## src/rtl/operand_fetch_pkg.sv

```systemverilog
// Shared types and constants for the operand fetch stage.
// Sizes the datapath, register file and the bundle passed to execute.
package operand_fetch_pkg;

  localparam int width       = 32;
  localparam int total_reg   = 32;
  localparam int address_reg = $clog2(total_reg);

  typedef enum logic {
    EMPTY = 1'b0,
    FULL  = 1'b1
  } fetch_state_t;

  typedef struct packed {
    logic [width-1:0]       op1;
    logic [width-1:0]       op2;
    logic [address_reg-1:0] rd;
    logic                   rd_en;
  } operand_bundle_t;

  function automatic logic [width-1:0] sel_operand(
    input logic [address_reg-1:0] rs,
    input logic                   wb_hit,
    input logic [width-1:0]       wb_data,
    input logic [width-1:0]       rf_data
  );
    logic [width-1:0] r;
    r = rf_data;
    if (rs == '0)  r = '0;
    else if (wb_hit) r = wb_data;
    return r;
  endfunction

endpackage

```

## src/rtl/operand_fetch_scoreboard.sv

```systemverilog
// Per-register busy vector: set-wins update, x0 never busy,
// three combinational lookups for rs1, rs2 and rd.
module reg_scoreboard
  import operand_fetch_pkg::*;
(
  input  logic                   clk,
  input  logic                   rst_n,
  input  logic                   set_en,
  input  logic [address_reg-1:0] set_addr,
  input  logic                   clr_en,
  input  logic [address_reg-1:0] clr_addr,
  input  logic [address_reg-1:0] a0,
  input  logic [address_reg-1:0] a1,
  input  logic [address_reg-1:0] a2,
  output logic                   b0,
  output logic                   b1,
  output logic                   b2
);

  logic [total_reg-1:0] busy_q;
  logic [total_reg-1:0] busy_d;

  always_comb begin
    busy_d = busy_q;
    if (clr_en) busy_d[clr_addr] = 1'b0;
    if (set_en) busy_d[set_addr] = 1'b1;
    busy_d[0] = 1'b0;
  end

  always_ff @(posedge clk or negedge rst_n) begin
    if (!rst_n) busy_q <= '0;
    else        busy_q <= busy_d;
  end

  assign b0 = busy_q[a0];
  assign b1 = busy_q[a1];
  assign b2 = busy_q[a2];

endmodule

```

## src/rtl/operand_fetch.sv

```systemverilog
// Operand fetch stage: reads the register file, bypasses writeback,
// tracks outstanding writes and holds one bundle for execute.
module operand_fetch
  import operand_fetch_pkg::*;
(
  input  logic                   clk,
  input  logic                   rst_n,
  input  logic                   in_valid,
  output logic                   in_ready,
  input  logic [address_reg-1:0] in_rs1,
  input  logic [address_reg-1:0] in_rs2,
  input  logic [address_reg-1:0] in_rd,
  input  logic                   in_rd_en,
  output logic [address_reg-1:0] rs1,
  output logic [address_reg-1:0] rs2,
  input  logic [width-1:0]       out1,
  input  logic [width-1:0]       out2,
  input  logic                   wb_valid,
  input  logic [address_reg-1:0] wb_rd,
  input  logic [width-1:0]       wb_data,
  output logic                   wenable,
  output logic [address_reg-1:0] rd,
  output logic [width-1:0]       rd_in,
  output logic                   out_valid,
  input  logic                   out_ready,
  output logic [width-1:0]       out_op1,
  output logic [width-1:0]       out_op2,
  output logic [address_reg-1:0] out_rd,
  output logic                   out_rd_en,
  output logic [15:0]            stall_cnt
);

  fetch_state_t    state_q, state_d;
  operand_bundle_t bundle_q, bundle_d;
  logic [15:0]     stall_cnt_q, stall_cnt_d;

  logic busy1, busy2, busy_rd;
  logic hit1, hit2;
  logic haz1, haz2, haz_waw, hazard;
  logic accept, set_en;

  assign rs1   = in_rs1;
  assign rs2   = in_rs2;
  assign rd    = wb_rd;
  assign rd_in = wb_data;
  assign wenable = rst_n && wb_valid && (wb_rd != '0);

  assign hit1 = wb_valid && (wb_rd == in_rs1);
  assign hit2 = wb_valid && (wb_rd == in_rs2);

  assign haz1    = busy1 && (in_rs1 != '0) && !hit1;
  assign haz2    = busy2 && (in_rs2 != '0) && !hit2;
  assign haz_waw = in_rd_en && (in_rd != '0) && busy_rd;
  assign hazard  = haz1 || haz2 || haz_waw;

  assign in_ready = rst_n && !hazard &&
                    (state_q == EMPTY || out_ready);
  assign accept   = in_valid && in_ready;
  assign set_en   = accept && in_rd_en && (in_rd != '0);

  reg_scoreboard u_sb (
    .clk      (clk),
    .rst_n    (rst_n),
    .set_en   (set_en),
    .set_addr (in_rd),
    .clr_en   (wb_valid),
    .clr_addr (wb_rd),
    .a0       (in_rs1),
    .a1       (in_rs2),
    .a2       (in_rd),
    .b0       (busy1),
    .b1       (busy2),
    .b2       (busy_rd)
  );

  always_comb begin
    state_d  = state_q;
    bundle_d = bundle_q;
    unique case (state_q)
      EMPTY: begin
        if (accept) state_d = FULL;
      end
      FULL: begin
        if (!accept && out_ready) state_d = EMPTY;
      end
      default: state_d = EMPTY;
    endcase
    if (accept) begin
      bundle_d.op1   = sel_operand(in_rs1, hit1, wb_data, out1);
      bundle_d.op2   = sel_operand(in_rs2, hit2, wb_data, out2);
      bundle_d.rd    = in_rd;
      bundle_d.rd_en = in_rd_en;
    end
  end

  always_comb begin
    stall_cnt_d = stall_cnt_q;
    if (in_valid && !in_ready && stall_cnt_q != 16'hFFFF)
      stall_cnt_d = stall_cnt_q + 16'd1;
  end

  always_ff @(posedge clk or negedge rst_n) begin
    if (!rst_n) begin
      state_q     <= EMPTY;
      bundle_q    <= '0;
      stall_cnt_q <= '0;
    end else begin
      state_q     <= state_d;
      bundle_q    <= bundle_d;
      stall_cnt_q <= stall_cnt_d;
    end
  end

  assign out_valid = (state_q == FULL);
  assign out_op1   = bundle_q.op1;
  assign out_op2   = bundle_q.op2;
  assign out_rd    = bundle_q.rd;
  assign out_rd_en = bundle_q.rd_en;
  assign stall_cnt = stall_cnt_q;

endmodule

```

## config.mk

```make
export PLATFORM = sky130hd
export DESIGN_NAME = operand_fetch
export DESIGN_NICKNAME = d
export VERILOG_FILES = /design/src/rtl/operand_fetch_pkg.sv /design/src/rtl/operand_fetch_scoreboard.sv /design/src/rtl/operand_fetch.sv
export SDC_FILE = /design/constraint.sdc
export NUM_CORES = 1
export LEC_CHECK = 0
export BUFFER_PORTS_ARGS = -buffer_cell sky130_fd_sc_hd__buf_2
export CAP_MARGIN = 30
export CORE_MARGIN = 10
export CORE_UTILIZATION = 45
export CTS_CLUSTER_DIAMETER = 40
export DETAILED_ROUTE_END_ITERATION = 10
export PLACE_DENSITY = 0.73
export SLEW_MARGIN = 10
export SYNTH_ARGS = -nofsm -noshare
export SYNTH_HDL_FRONTEND = slang
export SYNTH_HIERARCHICAL = 1
export SYNTH_SLANG_ARGS = --single-unit
```

## constraint.sdc

```tcl
create_clock -name clk -period 2.61 [get_ports clk]
set_input_delay 0.1305 -clock clk [delete_from_list [all_inputs] [get_ports clk]]
set_output_delay 0.1305 -clock clk [all_outputs]
set_load 0.02 [all_outputs]
```

# [Yosys cells after proc, flatten, opt, wreduce, memory -nomap -nowiden]
# Index checks and enable logic that the tools add are counted.
[word_totals] ramBits=0 input_bits=122 elab_cells=74 latchBits=0 out_inout_bits=136 mem_count=0 reg_bits=118 rom_bits=0
[op_classes] eq_ne=3 reduce_logical=34 n_shift=0 magnitude_cmp=6 n_mul=0 muxes=19 n_bitwise=4 addsub=1 div_mod_pow=0
[op_table] cell="$mux W32" count=6
[op_table] cell="$and A32 B32 Y32" count=1
[op_table] cell="$not A32 Y32" count=1
[op_table] cell="$or A32 B32 Y32" count=1
[op_table] cell="$lt A5 B6 Y1 const B" count=4
[op_table] cell="$logic_and A1 B1 Y1" count=20
[op_table] cell="$reduce_bool A5 Y1" count=4
[op_table] cell="$add A16 B1 Y16 const B" count=1
[op_table] cell="$ne A16 B16 Y1 const B" count=1
[op_table] cell="$bmux W1 S5" count=3
[op_table] cell="$demux W1 S5" count=2
[op_table] cell="$eq A5 B5 Y1" count=2
[op_table] cell="$ge A5 B1 Y1 const B" count=2
[op_table] cell="$logic_not A5 Y1" count=2
[op_table] cell="$mux W1" count=7
[op_table] cell="$logic_not A1 Y1" count=5
[op_table] cell="$logic_or A1 B1 Y1" count=3
[op_table] cell="$pmux W1 S2" count=1
[op_table] cell="$not A1 Y1" count=1

# [Logic depth before layout (Yosys ltp)]
[logic_depth] depth_word=14 ltp_mapped=13 ltp_nobuf=10

# [By module]
# The synthesis kept the hierarchy.
[modules_own_cells] mod="operand_fetch" seq_area_each_um2=2177.1 cells_each=446 area_each_um2=4725.8 n_inst=1
[modules_own_cells] mod="reg_scoreboard" seq_area_each_um2=775.7 cells_each=229 area_each_um2=2189.6 n_inst=1

# [Worst setup path after synthesis]
# No wires, ideal clock.
[synth_path] kind="register to register" startpoint="register u_sb.busy_q[7]" endpoint="register u_sb.busy_q[12]" required_ns=2.527 setup_slack_ns=-0.071 n_path_buf=2 arrival_ns=2.598 synth_period_minus_slack_ns=2.681 setup_ns=0.083 path_stages_with_launch=13 path_cell_list="dfrtp_1 > mux4_2 > nand2b_1 > o211ai_1 > nand4_1 > inv_1 > o211a_1 > nand4_1 > buf_2 > clkbuf_1 > nor2_1 > or3b_1 > o21ai_0"
[synth_between] word_cells_on_any_way=20 classes_between="mux (7); reduce/logical (13)"
[synth_lines] element="start: declaration" line="operand_fetch_scoreboard.sv:20" text="logic [total_reg-1:0] busy_q;"
[synth_lines] element="start signal: assignment" line="operand_fetch_scoreboard.sv:32" text="else busy_q <= busy_d;"
[synth_lines] element="$bmux W1 S5" line="operand_fetch_scoreboard.sv:37" text="assign b2 = busy_q[a2];"
[synth_lines] element="$mux W1 (implied by the code)" line="operand_fetch_scoreboard.sv:37"
[synth_lines] element="named net busy_rd" line="operand_fetch.sv:37" text="logic busy1, busy2, busy_rd;"
[synth_lines] element="$logic_and A1 B1 Y1" line="operand_fetch.sv:53" text="assign haz_waw = in_rd_en && (in_rd != '0) && busy_rd;"
[synth_lines] element="$logic_or A1 B1 Y1" line="operand_fetch.sv:54" text="assign hazard = haz1 || haz2 || haz_waw;"
[synth_lines] element="$logic_not A1 Y1" line="operand_fetch.sv:56" text="assign in_ready = rst_n && !hazard &&"
[synth_lines] element="$logic_and A1 B1 Y1 (2 in a row)" line="operand_fetch.sv:56"
[synth_lines] element="$logic_and A1 B1 Y1" line="operand_fetch.sv:58" text="assign accept = in_valid && in_ready;"
[synth_lines] element="$logic_and A1 B1 Y1 (2 in a row)" line="operand_fetch.sv:59" text="assign set_en = accept && in_rd_en && (in_rd != '0);"
[synth_lines] element="named net set_en" line="operand_fetch.sv:40" text="logic accept, set_en;"
[synth_lines] element="$mux W32" line="operand_fetch_scoreboard.sv:26" text="if (set_en) busy_d[set_addr] = 1'b1;"
[synth_lines] element="named net u_sb.busy_d[12]" line="operand_fetch_scoreboard.sv:21" text="logic [total_reg-1:0] busy_d;"
# The timed path passes the listed nets, and every way through them passes these cells. The select of a mux whose other input is x is not followed.
# A chain may end at the register's enable or synchronous reset.

# [Final worst setup path]
[layout_path] startpoint="register u_sb.busy_q[6]" endpoint="register u_sb.busy_q[20]"
# Same word-level chain as after synthesis.

==> impl_metrics.csv <==
group,metric,value,unit
placed_design,dp.cells,1067,
placed_design,pre_cts_ws,-0.106,ns
routing,first_iter_violations,443,
layout,diodes,0,
placed_design,numPortBuffers,257,
sta,finClkSkew,0.00934,ns
sta,slew_headroom,0.482,
synthesis,yosysSeqAreaShare,0.427,
floorplanning,core_area,15100,sq um
global_routing,grt_max_degree,62,
layout,mostFrequentLayoutCells,"buf_2, dfrtp_1, mux2i_1",
setup_path,critical_path_class,"reg -> reg",
setup_path,worstPathCellList,"mux4_2 > nand2b_4 > o211ai_1 > nand4_1 > inv_1 > o211a_1 > nand4_1 > buf_6 > nor2_4 > or3b_4 > o21ai_2",
sta,rsz0062_at_grt,"yes",
power,p_leak,0.00430,uW
setup_path,worstPathMaxFanout,7,
sta,finalHoldViolations,0,
synthesis,async_reset_ff_frac,1.00,
sta,setup_violations,1,
clock_network,ctsHtreeMaxLevel,4,
clock_network,root_buffer,"clkbuf_16",
sta,tightest_slew,0.777,ns
setup_path,cp_slowest_cell,"mux4_2",
floorplanning,num_rows,45,
sta,fmax,382,MHz
synthesis,synth_edf_count,0,
routing,via_count,6371,
routing,routed_wl,23.9,mm
routing,vias_per_cell,5.76,
routing,drc,0,
synthesis,yosys_warnings,6,
layout,fillCellCount,1339,
clock_network,worst_skew_pair.late_latency,0.41,ns
setup_path,slowest_delay,0.47,ns
sta,fin_crit,2.61,ns
synthesis,ys_ff_latch,118,
floorplanning,initial_utilization,0.457,
layout,area_growth,31.5,%
floorplanning,die_area,20700,sq um
clock_network,path_clk_slew,0.06,ns
sta,setup-tns-final,-0.00474,ns
global_routing,first_global_vias,6238,
sta,period_share,1.00,
worst_hold_path,holdPathEnd,"out_op1[18]",
setup_path,worstPathArrival,2.95,ns
floorplanning,ios,258,
routing,drt_first_pass_iters,5,
synthesis,yosysUniqueCellTypes,43,
power,power_density,777,nW/um^2
routing,wire_per_inst,21.6,microns
global_routing,gr-total-overflow,0,
setup_path,worstPathRequired,2.94,ns
synthesis,syn_avg_cell_area,10.2,sq um
worst_hold_path,holdPathStages,3,
setup_path,cpMostUsedCell,"nand4_1",
sta,fin_ws,-0.00474,ns
setup_path,timing.rr.end,"u_sb/busy_q[20]",
synthesis,synthCells,675,
clock_network,cts_tree,"done",
synthesis,synthFlopType,"dfrtp_1",
global_routing,antenna_found_initial,0,
run_status,status,"complete, but fails checks",
layout,instances_no_fill,1106,
worst_hold_path,hp-start,"out1[18]",
global_routing,grt_pass1_wl,34.9,mm
layout,layout.nets,1028,
setup_path,r2r_cells,11,
setup_path,rrSetupSlack,-0.005,ns
routing,final_antenna_net_count,0,
clock_network,cts_buffer_depth,2,
sta,slew_viol_final,0,
setup_path,cp-start-kind,"flop",
synthesis,synth_area,6920,sq um
floorplanning,die_w,144,microns
layout,final_common_cell,"buf_2",
sta,hold_ws,0.0430,ns
global_routing,grt_use_total,0.214,
setup_path,timing.rr.start,"u_sb/busy_q[6]",
worst_hold_path,worstHoldPathType,"in -> reg",
clock_network,cts_sinks,118,
power,ir_drop,417,uV
layout,drive_gt1_frac,0.425,
setup_path,setup.worst_path.end_class,"flop",
floorplanning,die_h,144,microns
synthesis,syn-num-nets,798,
clock_network,cts-buffers-inserted,17,
job,drv.max_cap_violation_count,0,
placed_design,place_congestion,0.954,
placed_design,hpwl,17.5,mm
run_status,violations,"setup timing",
cell type report:
type                       count  area (sq um)  area share
timing repair buffer         295          1710       0.188
clock buffer                  20           447      0.0491
inverter                       6          22.5     0.00248
tap                          188           235      0.0259
sequential                   118          2950       0.325
clock inverter                12           154      0.0169
multi-input combinational    467          3580       0.393
flip-flops by register name, summed over array words and instances, names as in the netlist:
signal       cells
out_rd           5
out_op2         32
out_rd_en        1
stall_cnt       16
u_sb/busy_q     31
out_op1         32
out_valid        1
Yosys cell counts, types with 6 or more instances:
library cell / instances / area [sq um]
dfrtp_1: 118 / 2950
mux2i_1: 91 / 911
nand2_1: 82 / 308
o31ai_1: 64 / 480
o21ai_0: 58 / 290
buf_4: 49 / 368
nand3_1: 19 / 95.1
nor2_1: 19 / 71.3
xnor2_1: 18 / 158
buf_2: 15 / 75.1
nand4_1: 12 / 75.1
buf_6: 11 / 124
nand3b_1: 11 / 82.6
a21oi_1: 9 / 45.0
clkbuf_1: 8 / 30.0
o21ai_1: 8 / 40.0
nand2b_1: 7 / 43.8
xor2_1: 7 / 61.3
a22oi_1: 6 / 45.0
inv_1: 6 / 22.5
mux2_4: 6 / 90.1
mux4_2: 6 / 135
how the worst max path moves through the flow:
| stage | from | slack (ns) | end | cells after the start |
|---|---|---|---|---|
| final | u_sb/busy_q[6] | -0.005 | u_sb/busy_q[20] | 11 |
| after global routing | u_sb/busy_q[20] | -0.12 | out_op1[0] | 11 |
| after CTS | u_sb/busy_q[7] | 0.009 | in_ready | 9 |
| after detailed placement | u_sb/busy_q[18] | -0.11 | out_op1[31] | 9 |
| after global placement | u_sb/busy_q[18] | -0.01 | u_sb/busy_q[8] | 9 |
| after floorplan | u_sb/busy_q[7] | 0.02 | u_sb/busy_q[12] | 12 |
kinds of logic after synthesis:
family	Yosys count	synth area share
buffers and inverters	90	0.0901
adder cells (fa/ha/maj)	1	0.00181
AND/OR/NAND/NOR	174	0.122
flip-flops	118	0.427
XOR/XNOR	25	0.0317
multiplexers	107	0.177
AO/OA/AOI/OAI	160	0.150
through the flow:
| step | cell area [sq um] | power [uW] | util |
|---|---|---|---|
| 3_5_place_dp | 8150 | 4600 | 0.538 |
| 2_1_floorplan | 6920 | 3760 | - |
| 4_1_cts | 8810 | 7010 | 0.581 |
| 6_report | 9090 | 7070 | 0.600 |
| 3_3_place_gp | 8150 | 4550 | 0.538 |
| 5_1_grt | 9090 | 7410 | 0.600 |
worst max-delay path: cells and delay by family, from the launching register on:
family / cells / cell delay [ns]
AO/OA/AOI/OAI: 3 / 0.48
buffers and inverters: 2 / 0.24
flip-flops: 1 / 0.41
multiplexers: 1 / 0.47
AND/OR/NAND/NOR: 5 / 0.95
metal layers:
metal  routed length, microns  vias up  GRT usage
met2                    12300      263      0.356
met4                      505        0     0.0785
li1                         -     2904          -
met3                     1620       46     0.0416
met5                        0        -          0
met1                     9550     3158      0.269
timing repair:
| item | CTS | global route |
|---|---|---|
| setup endpoints to repair | 46 | 84 |
| pin swaps | 5 | 10 |
| setup buffers | 2 | 0 |
| hold buffers | 3 | 0 |
| cloned | 0 | 2 |
| gates resized for setup | 12 | 74 |
| hold endpoints to repair | 59 | 0 |
power breakdown:
part           switching, uW  internal (uW)
clock                    848           1520
combinational           1350            817
sequential               284           2250
total                   2480           4590
(Power assumes the default switching activity.)
